$ cat src/rtl/xor_lfsr_scrambler.sv
`default_nettype none
// +----------------------------------------------------------------------------+
// | xor_lfsr_scrambler: registered additive scrambler/descrambler; each word   |
// | is XORed with W keystream bits from a Fibonacci LFSR. Optional feature     |
// | macro XOR_SCR_BYPASS_EN adds a bypass input.            Revision 1.0       |
// +----------------------------------------------------------------------------+
module xor_lfsr_scrambler #(
  parameter int unsigned  W    = 8,
  parameter int unsigned  N    = 7,
  parameter logic [N-1:0] POLY = N'(7'h60),
  parameter logic [N-1:0] SEED = N'(7'h7F)
) (
  input  logic         clk,
  input  logic         nrst,
  input  logic         i_valid,
  output logic         i_ready,
  input  logic [W-1:0] i_data,
  input  logic         seed_load,
  input  logic [N-1:0] seed,
`ifdef XOR_SCR_BYPASS_EN
  input  logic         bypass,
`endif
  output logic         q_valid,
  input  logic         q_ready,
  output logic [W-1:0] q
);

  logic [N-1:0] lfsr_q, lfsr_d;
  logic [W-1:0] q_q, q_d;
  logic         q_valid_q, q_valid_d;

  logic [W-1:0] ks;
  logic [N-1:0] lfsr_adv;
  logic [N-1:0] seed_safe;
  logic         accept;
  logic         byp;

`ifdef XOR_SCR_BYPASS_EN
  assign byp = bypass;
`else
  assign byp = 1'b0;
`endif

  assign i_ready   = ~q_valid_q | q_ready;
  assign accept    = i_valid & i_ready;
  // An all-zero state would lock the LFSR, so a zero seed is promoted to 1.
  assign seed_safe = (seed == '0) ? N'(1) : seed;

  // W LFSR steps unrolled; keystream bit k is the feedback bit of step k.
  always_comb begin
    logic [N-1:0] s;
    logic         f;
    s  = lfsr_q;
    ks = '0;
    for (int k = 0; k < int'(W); k++) begin
      f     = ^(s & POLY);
      ks[k] = f;
      s     = {s[N-2:0], f};
    end
    lfsr_adv = s;
  end

  always_comb begin
    lfsr_d    = lfsr_q;
    q_d       = q_q;
    q_valid_d = q_valid_q;
    if (accept) begin
      q_valid_d = 1'b1;
      if (byp) begin
        q_d = i_data;
      end else begin
        q_d    = i_data ^ ks;
        lfsr_d = lfsr_adv;
      end
    end else if (q_ready) begin
      q_valid_d = 1'b0;
    end
    // The accepted word above already used the old state; the load wins.
    if (seed_load) begin
      lfsr_d = seed_safe;
    end
  end

  always_ff @(posedge clk) begin
    if (!nrst) begin
      lfsr_q    <= SEED;
      q_q       <= '0;
      q_valid_q <= 1'b0;
    end else begin
      lfsr_q    <= lfsr_d;
      q_q       <= q_d;
      q_valid_q <= q_valid_d;
    end
  end

  assign q       = q_q;
  assign q_valid = q_valid_q;

endmodule
`default_nettype wire

$ cat config.mk
export PLATFORM = sky130hd
export DESIGN_NAME = xor_lfsr_scrambler
export DESIGN_NICKNAME = d
export VERILOG_FILES = /design/src/rtl/xor_lfsr_scrambler.sv
export SDC_FILE = /design/constraint.sdc
export NUM_CORES = 1
export LEC_CHECK = 0
export CAP_MARGIN = 10
export CORE_MARGIN = 4
export CORE_UTILIZATION = 40
export CTS_CLUSTER_DIAMETER = 120
export DETAILED_ROUTE_END_ITERATION = 6
export GPL_TIMING_DRIVEN = 0
export PLACE_DENSITY = 0.74
export SLEW_MARGIN = 20
export SYNTH_ARGS = -nofsm -noshare
export SYNTH_HDL_FRONTEND = slang
export SYNTH_SLANG_ARGS = --single-unit
$ cat constraint.sdc
create_clock -name clk -period 2.78 [get_ports clk]
set_input_delay 0.556 -clock clk [delete_from_list [all_inputs] [get_ports clk]]
set_output_delay 0.556 -clock clk [all_outputs]
set_load 0.01 [all_outputs]
# Word-level counts from Yosys, hierarchy flattened
# Cells that the tools add are included.
# W data, S select, Z words.
dict set report totals {
  ff_bits 16
  in_bits 20
  wordCells 23
}
dict set report op_classes {
  mux 5
  n_bitwise 4
  n_reduce_logical 11
}
# operator n
set op_table {}
lappend op_table {{$reduce_xor A7 Y1} 8}
lappend op_table {{$mux W7} 3}
lappend op_table {{$xor A8 B8 Y8} 1}
lappend op_table {{$logic_not A7 Y1} 1}
lappend op_table {{$reduce_bool A2 Y1} 2}
lappend op_table {{$mux W1} 2}
lappend op_table {{$and A1 B1 Y1} 1}
lappend op_table {{$not A1 Y1} 1}
lappend op_table {{$or A1 B1 Y1} 1}

# Logic depth before layout (Yosys ltp)
# Gate-level depths: netlist (run 1).
dict set report logic_depth {
  ltp_word 5
  mapped_depth 6
  depth_no_buf 4
}

# Worst setup path after synthesis (run 1)
# No wires, ideal clock.
dict set report synth_timing {
  path_kind {input to register}
  start {input q_ready}
  end {register q_q[6] (netlist: q[6])}
  arrival_ns 1.319
  required_ns 2.661
  setup_slack_ns 1.342
  path_stages 6
  path_buffers 2
  path_cell_list {nand2b_4 and2_1 buf_2 buf_4 o21ai_0 a21oi_1}
}
dict set report synth_via {
  elab_chain_len 2
}
# item line_no
set synth_lines {}
lappend synth_lines {{start, declared} 24} ;# input logic q_ready,
lappend synth_lines {{$or A1 B1 Y1} 44} ;# assign i_ready = ~q_valid_q | q_ready;
lappend synth_lines {{$and A1 B1 Y1} 45} ;# assign accept = i_valid & i_ready;
lappend synth_lines {{end signal, assigned} 91} ;# q_q <= q_d;
lappend synth_lines {{end, declared} 29} ;# logic [W-1:0] q_q, q_d;
# No other way between the ends.
# A chain may end at the register's enable or synchronous reset.

# Worst setup path in the final report (run 1)
dict set report layout_timing {
  start {input q_ready}
  end {output i_ready}
}
dict set report layout_via {
  elab_chain_len 1
}
# item line_no
set layout_lines {}
lappend layout_lines {{$or A1 B1 Y1} 44}
lappend layout_lines {{end, declared} 16} ;# output logic i_ready,
# No other way between the ends.

==> run_results.csv, run 1 <==
group,metric,value,unit
status,outcome,"complete, no violations",
die,start_util,41.90,%
timing,final_hold_viol_count,0,
timing,tns,0,ns
setup_path,cp_top_family,"buffers and inverters",
cts,cts_buffers,3,
synth,yosys-top-cells-area,"dfxtp_1, xor2_1, nand2_1, a21boi_0, xnor2_1",
global_route,antenna_found_initial,0,
timing,slew_headroom,74.49,%
global_route,grt_pass1_vias,717,
setup_path,critPathMaxFanout,5,
synth,synthSimpleGateAreaFrac,21.77,%
cells_and_area,drive_gt1_share,8.527,%
cells_and_area,utilization,60.27,%
timing,setup_viol,0,
synth,synthesis.area,822.0,µm²
global_route,grt_max_degree,11,
global_route,grt_first_pass_wirelength,3125,µm
placement,io_buffers,29,
detailed_routing,route.detailed.drc,0,
die,die_y,53.34,µm
timing,tightestPinTransition,0.3827,ns
global_route,track_usage,15.41,%
pwr,cellPowerDensity,496.1,mW/mm²
synth,yosysWarnings,0,
pwr,p_total,586.5,µW
synth,avgSynthCellArea,8.563,µm²
synth,synth_compound_area_share,17.05,%
synth,synthMuxAreaShare,0,%
cts,clkLatencyLatePin,0.29,ns
setup_path,path_common_cell,"clkdlybuf4s50_1",
synth,synth_top_family_by_area,"simple AND/OR/NAND/NOR gates",
cells_and_area,area_growth,43.84,%
synth,synth_fp_nets,116,
synth,seq_area_frac_synth,38.96,%
hold_path,min_path_type,"flip-flop to flip-flop",
die,die_x,53.34,µm
cts,cts-htree-levels,1,
placement,dp_hpwl,1437,µm
timing,finalCritPeriodShare,80.04,%
detailed_routing,vias,723,
cells_and_area,final_nets,150,
timing,drv_slew,0,
synth,synthFlopType,"dfxtp_1",
setup_path,cpPeakStageDelay,0.53,ns
setup_path,cp.required,2.22,ns
detailed_routing,wirelength,1833,µm
synth,syn_inst,96,
timing,fmax,449.4,MHz
cells_and_area,fin_area,0.001182,mm²
synth,synth_fa_ha_area_share,0,%
cells_and_area,fin_cells,156,
cells_and_area,n_antenna_cell,0,
synth,synth_edf_count,0,
placement,place_inst,152,
timing,rsz0062_at_grt,"no",
synth,ys_async_sr_fraction,0,%
flow_run,maxCapViolations,0,
synth,synth_cell_type_count,25,
synth,synth_xor_area_share,17.96,%
cells_and_area,final_common_cell,"clkdlybuf4s50_1",
pwr,peakVddDrop,0.2168,mV
placement,finalWeightedCongestion,0.7137,
detailed_routing,dr.pass1.iters,5,
setup_path,path_class,"input port to output port",
synth,synth_top_area_share,38.96,%
cts,cts_tree,"done",
cts,ctsLongestPathBuffers,2,
setup_path,path_buf_inv,2,
cts,cts.sinks,16,
timing,period_needed,2.225,ns
synth,synth_area_leader_cell,"dfxtp_1",
detailed_routing,ant_nets,0,
pwr,leakagePower,0.0004539,µW
cts,post-cts-setup-buffer-count,0,
cells_and_area,final_cell_mix,"clkdlybuf4s50_1, nand2_1, dfxtp_1",
cts,root_buffer,"clkbuf_4",
cts,ctsResizeCount,0,
setup_path,crit_path_end_kind,"output port",
die,num_rows,16,
setup_path,start_kind,"input port",
die,io_pins,30,
placement,place_area,0.001146,mm²
die,dieArea,0.002845,mm²
setup_path,cp.arrival,1.67,ns
cts,postCtsHoldBufs,0,
cts,clk_pin_slew,0.10,ns
global_route,grt.overflow.total,0,
timing,finalClockSkew,0.007254,ns
detailed_routing,drt-initial-drc-count,8,
setup_path,slowest_stage,"clkdlybuf4s50_1",
die,coreArea,0.001962,mm²
detailed_routing,avgRoutedWirePerCell,11.75,µm
detailed_routing,drt-vias-per-instance,4.635,
synth,ys_ff_latch,16,
setup_path,worstPathCellList,"clkdlybuf4s50_1 -> nand2b_4 -> clkdlybuf4s50_1",
## kinds of logic (layout without fill, tap and decap cells)
family                 after synthesis  count (layout)
flip-flops                          16              16
XOR/XNOR                            16              16
AO/OA/AOI/OAI                       19              19
AND/OR/NAND/NOR                     38              38
buffers and inverters                7              40
## metrics by stage
| stage | hold slack [ns] | worst slack [ns] |
|---|---|---|
| finish | 0.4582 | 0.5548 |
| global route | 0.4952 | 0.5310 |
| CTS | 0.4607 | 0.5474 |
| detailed placement | 0.4480 | 0.5444 |
| global placement | 0.4401 | 0.5572 |
| floorplan | 0.4750 | 1.342 |
## worst reg2reg max path: stages (launching register included)
cell	delay, ns
dfxtp_1	0.39
nand2b_4	0.08
and2_1	0.16
buf_2	0.15
buf_4	0.17
o21ai_0	0.17
a21oi_1	0.06
## layout make-up
class / instances / area [µm²]
Fill cell: 195 / 779.5
Multi-Input combinational cell: 73 / 466.7
Sequential cell: 16 / 320.3
Timing Repair Buffer: 29 / 290.3
Clock buffer: 4 / 36.28
Tap cell: 27 / 33.78
Buffer: 5 / 27.53
Inverter: 2 / 7.507
## power by group
| group | switching [µW] | internal, µW |
|---|---|---|
| sequential | 16.8 | 251 |
| combinational | 70.2 | 92.5 |
| clock | 76.4 | 79.7 |
## path summary, 6_finish.rpt
path	start	end	slack, ns	cells past startpoint
max	q_ready	i_ready	0.55	3
max reg2reg	q_valid	q[6]	1.51	6
min reg2reg	q[0]	q[0]	0.46	2
min	q[0]	q[0]	0.46	2
## cells in the mapped netlist, drive strengths merged (2+ instances only)
| cell | count |
|---|---|
| buf | 3 |
| nand2b | 2 |
| o311ai | 5 |
| clkbuf | 2 |
| a21boi | 8 |
| a21oi | 2 |
| nor3b | 2 |
| dfxtp | 16 |
| nor2 | 10 |
| nand2 | 21 |
| o21ai | 2 |
| xnor2 | 6 |
| inv | 2 |
| xor2 | 10 |
## state kept, by name, indices dropped and copies added (netlist names)
name and flops:
q 8, lfsr_q 7, q_valid 1
## per-layer routing
metal	share of wire [%]	vias up	GRT usage, %
met5	0	-	0
met4	1.3	0	8.936
met3	6.8	2	2.535
met2	47	21	26.33
met1	45	315	17.77
li1	-	385	-
Power figures use the tool's default switching activity.
==> run 2, diff against run 1 <==
Settings changed: CORE_UTILIZATION 40 to 39, PLACE_DENSITY 0.74 to 0.75.
Clock period 2.78 ns to 1.9 ns, I/O delays scaled along.
==> run 2 against run 1 <==
Against the previous run:
- worst setup slack worse by 0.27 ns
- final area is 0.21% higher
- total power is 45% higher
- register-to-register slack worse by 0.87 ns
- clock skew is 0.0054 ns lower
- sequential power is 46% higher
- non-clock buffer count stayed put
- first-iteration DRC count is 75% higher
- cell count stayed put
- via count is 2.8% higher
- global-route usage is 1.2 points lower
- critical endpoint is now q_valid
- largest cell class unchanged
==> run_results.csv, run 2 (synthesis gave the netlist of run 1 again) <==
group,metric,value,unit
status,outcome,"complete, no violations",
setup_path,cp_top_family,"buffers and inverters",
cells_and_area,n_antenna_cell,0,
cts,clk_pin_slew,0.09,ns
setup_path,crit_path_end_kind,"output port",
timing,fmax,619.5,MHz
pwr,p_seq_share,46.0,%
pwr,peakVddDrop,0.3299,mV
pwr,cellPowerDensity,718.5,mW/mm²
global_route,track_usage,14.24,%
global_route,grt_first_pass_wirelength,2925,µm
cts,cts_buffers,3,
setup_path,critPathMaxFanout,2,
pwr,clkPwrFrac,26.1,%
global_route,grt_pass1_vias,709,
pwr,p_total,851.4,µW
cells_and_area,final_nets,150,
cells_and_area,drive_gt1_share,8.527,%
detailed_routing,drt-vias-per-instance,4.763,
setup_path,cp.arrival,1.23,ns
detailed_routing,drt-initial-drc-count,14,
global_route,grt.overflow.total,0,
timing,tightestPinTransition,0.3688,ns
cts,cts_tree,"done",
timing,slew_headroom,75.41,%
flow_run,maxCapViolations,0,
die,num_rows,16,
setup_path,worstPathCellList,"clkdlybuf4s50_1",
cells_and_area,regArea,320.3,µm²
pwr,pwr-share-comb,27.8,%
cells_and_area,final_cell_mix,"clkdlybuf4s50_1, nand2_1, dfxtp_1",
global_route,antenna_found_initial,0,
setup_path,start_kind,"flip-flop",
placement,place_inst,152,
cells_and_area,fill_cells,170,
global_route,grt_max_degree,11,
setup_path,regToRegSetupSlack,0.64,ns
timing,finalClockSkew,0.001903,ns
detailed_routing,ant_nets,0,
pwr,leakagePower,0.0004561,µW
detailed_routing,vias,743,
placement,dp_hpwl,1449,µm
placement,io_buffers,29,
detailed_routing,wirelength,1794,µm
cts,cts-htree-levels,1,
setup_path,path_class,"flip-flop to output port",
timing,period_needed,1.614,ns
die,coreArea,0.001982,mm²
setup_path,cp.required,1.52,ns
die,dieArea,0.002906,mm²
timing,tns,0,ns
pwr,switching_share,27.32,%
hold_path,min_path_type,"flip-flop to flip-flop",
setup_path,cpPeakStageDelay,0.56,ns
setup_path,path_buf_inv,1,
cts,cts.sinks,16,
detailed_routing,dr.pass1.iters,4,
cts,clkLatencyLatePin,0.28,ns
die,io_pins,30,
die,die_y,53.91,µm
timing,setup_viol,0,
setup_path,r2r-end,"q[6]",
cells_and_area,final_common_cell,"clkdlybuf4s50_1",
hold_path,hold_path_end,"q[2]",
die,die_x,53.91,µm
cts,postCtsHoldBufs,0,
cts,root_buffer,"clkbuf_4",
hold_path,hold_depth,2,
setup_path,r2r_start,"q_valid",
timing,drv_slew,0,
cells_and_area,fin_cells,156,
cells_and_area,multi_input_area,466.7,µm²
setup_path,slowest_stage,"clkdlybuf4s50_1",
hold_path,min_from,"q[2]",
timing,finalCritPeriodShare,84.96,%
timing,final_hold_viol_count,0,
pwr,p_sw,232.6,µW
timing,rsz0062_at_grt,"no",
setup_path,r2r.worst_path.cells,6,
pwr,intPower,618.8,µW
cells_and_area,largest_reg_flops,8,
detailed_routing,avgRoutedWirePerCell,11.50,µm
detailed_routing,route.detailed.drc,0,
die,start_util,41.48,%
cts,ctsLongestPathBuffers,2,
placement,finalWeightedCongestion,0.7648,
cells_and_area,area_growth,44.14,%
==> run 2: how the worst max path moves through the flow <==
stage	startpoint	to	cells after the start	slack, ns
6_report	q_valid	q_valid	1	0.29
5_1_grt	q_valid	q_valid	1	0.24
4_1_cts	q_ready	i_ready	3	0.02
3_5_place_dp	q_ready	i_ready	3	0.02
3_3_place_gp	q_ready	i_ready	3	0.03
2_1_floorplan	q_ready	q[6]	6	0.64
==> run 2: final cells by class <==
class                           instances  share of cell area, %
Sequential cell                        16                  27.03
Inverter                                2                 0.6336
Multi-Input combinational cell         73                  39.39
Tap cell                               27                  2.851
Buffer                                  5                  2.323
Clock buffer                            4                  3.062
Timing Repair Buffer                   29                  24.71
==> run 2: per-stage QoR <==
step	hold slack (ns)	setup WS (ns)	instance area (µm²)	util, %
floorplan	0.4750	0.6378	822.0	-
global placement	0.4373	0.03136	1146	57.83
detailed placement	0.4570	0.01834	1146	57.83
CTS	0.4686	0.01947	1182	59.66
global route	0.4956	0.2394	1185	59.79
finish	0.4636	0.2858	1185	59.79
==> run 2: worst min-delay path, delay by kind of cell (launching register included) <==
family / cells / cell delay [ns]
compound gates: 1 / 0.06
simple gates: 1 / 0.05
flops: 1 / 0.32
==> run 2: power groups by stage <==
stage	clock network [µW]	registers (µW)	logic [µW]
after floorplan	0	406	124
after CTS	230	392	240
after detailed placement	0	400	240
after global routing	248	396	266
after global placement	0	398	236
final	222	392	237
==> run 2: routing by layer <==
metal	wire length (µm)	vias to the layer above	global-route usage (%)	share of wire [%]
li1	-	387	-	-
met1	835	334	16.47	47
met2	839	20	23.99	47
met3	106	2	3.324	5.9
met4	13	0	7.660	0.72
met5	0	-	0	0
==> run 2: timing repair <==
action | 4_1_cts | 5_1_grt
setup buffers | 0 | 0
setup endpoints to repair | 0 | 1
resized for setup | 0 | 1
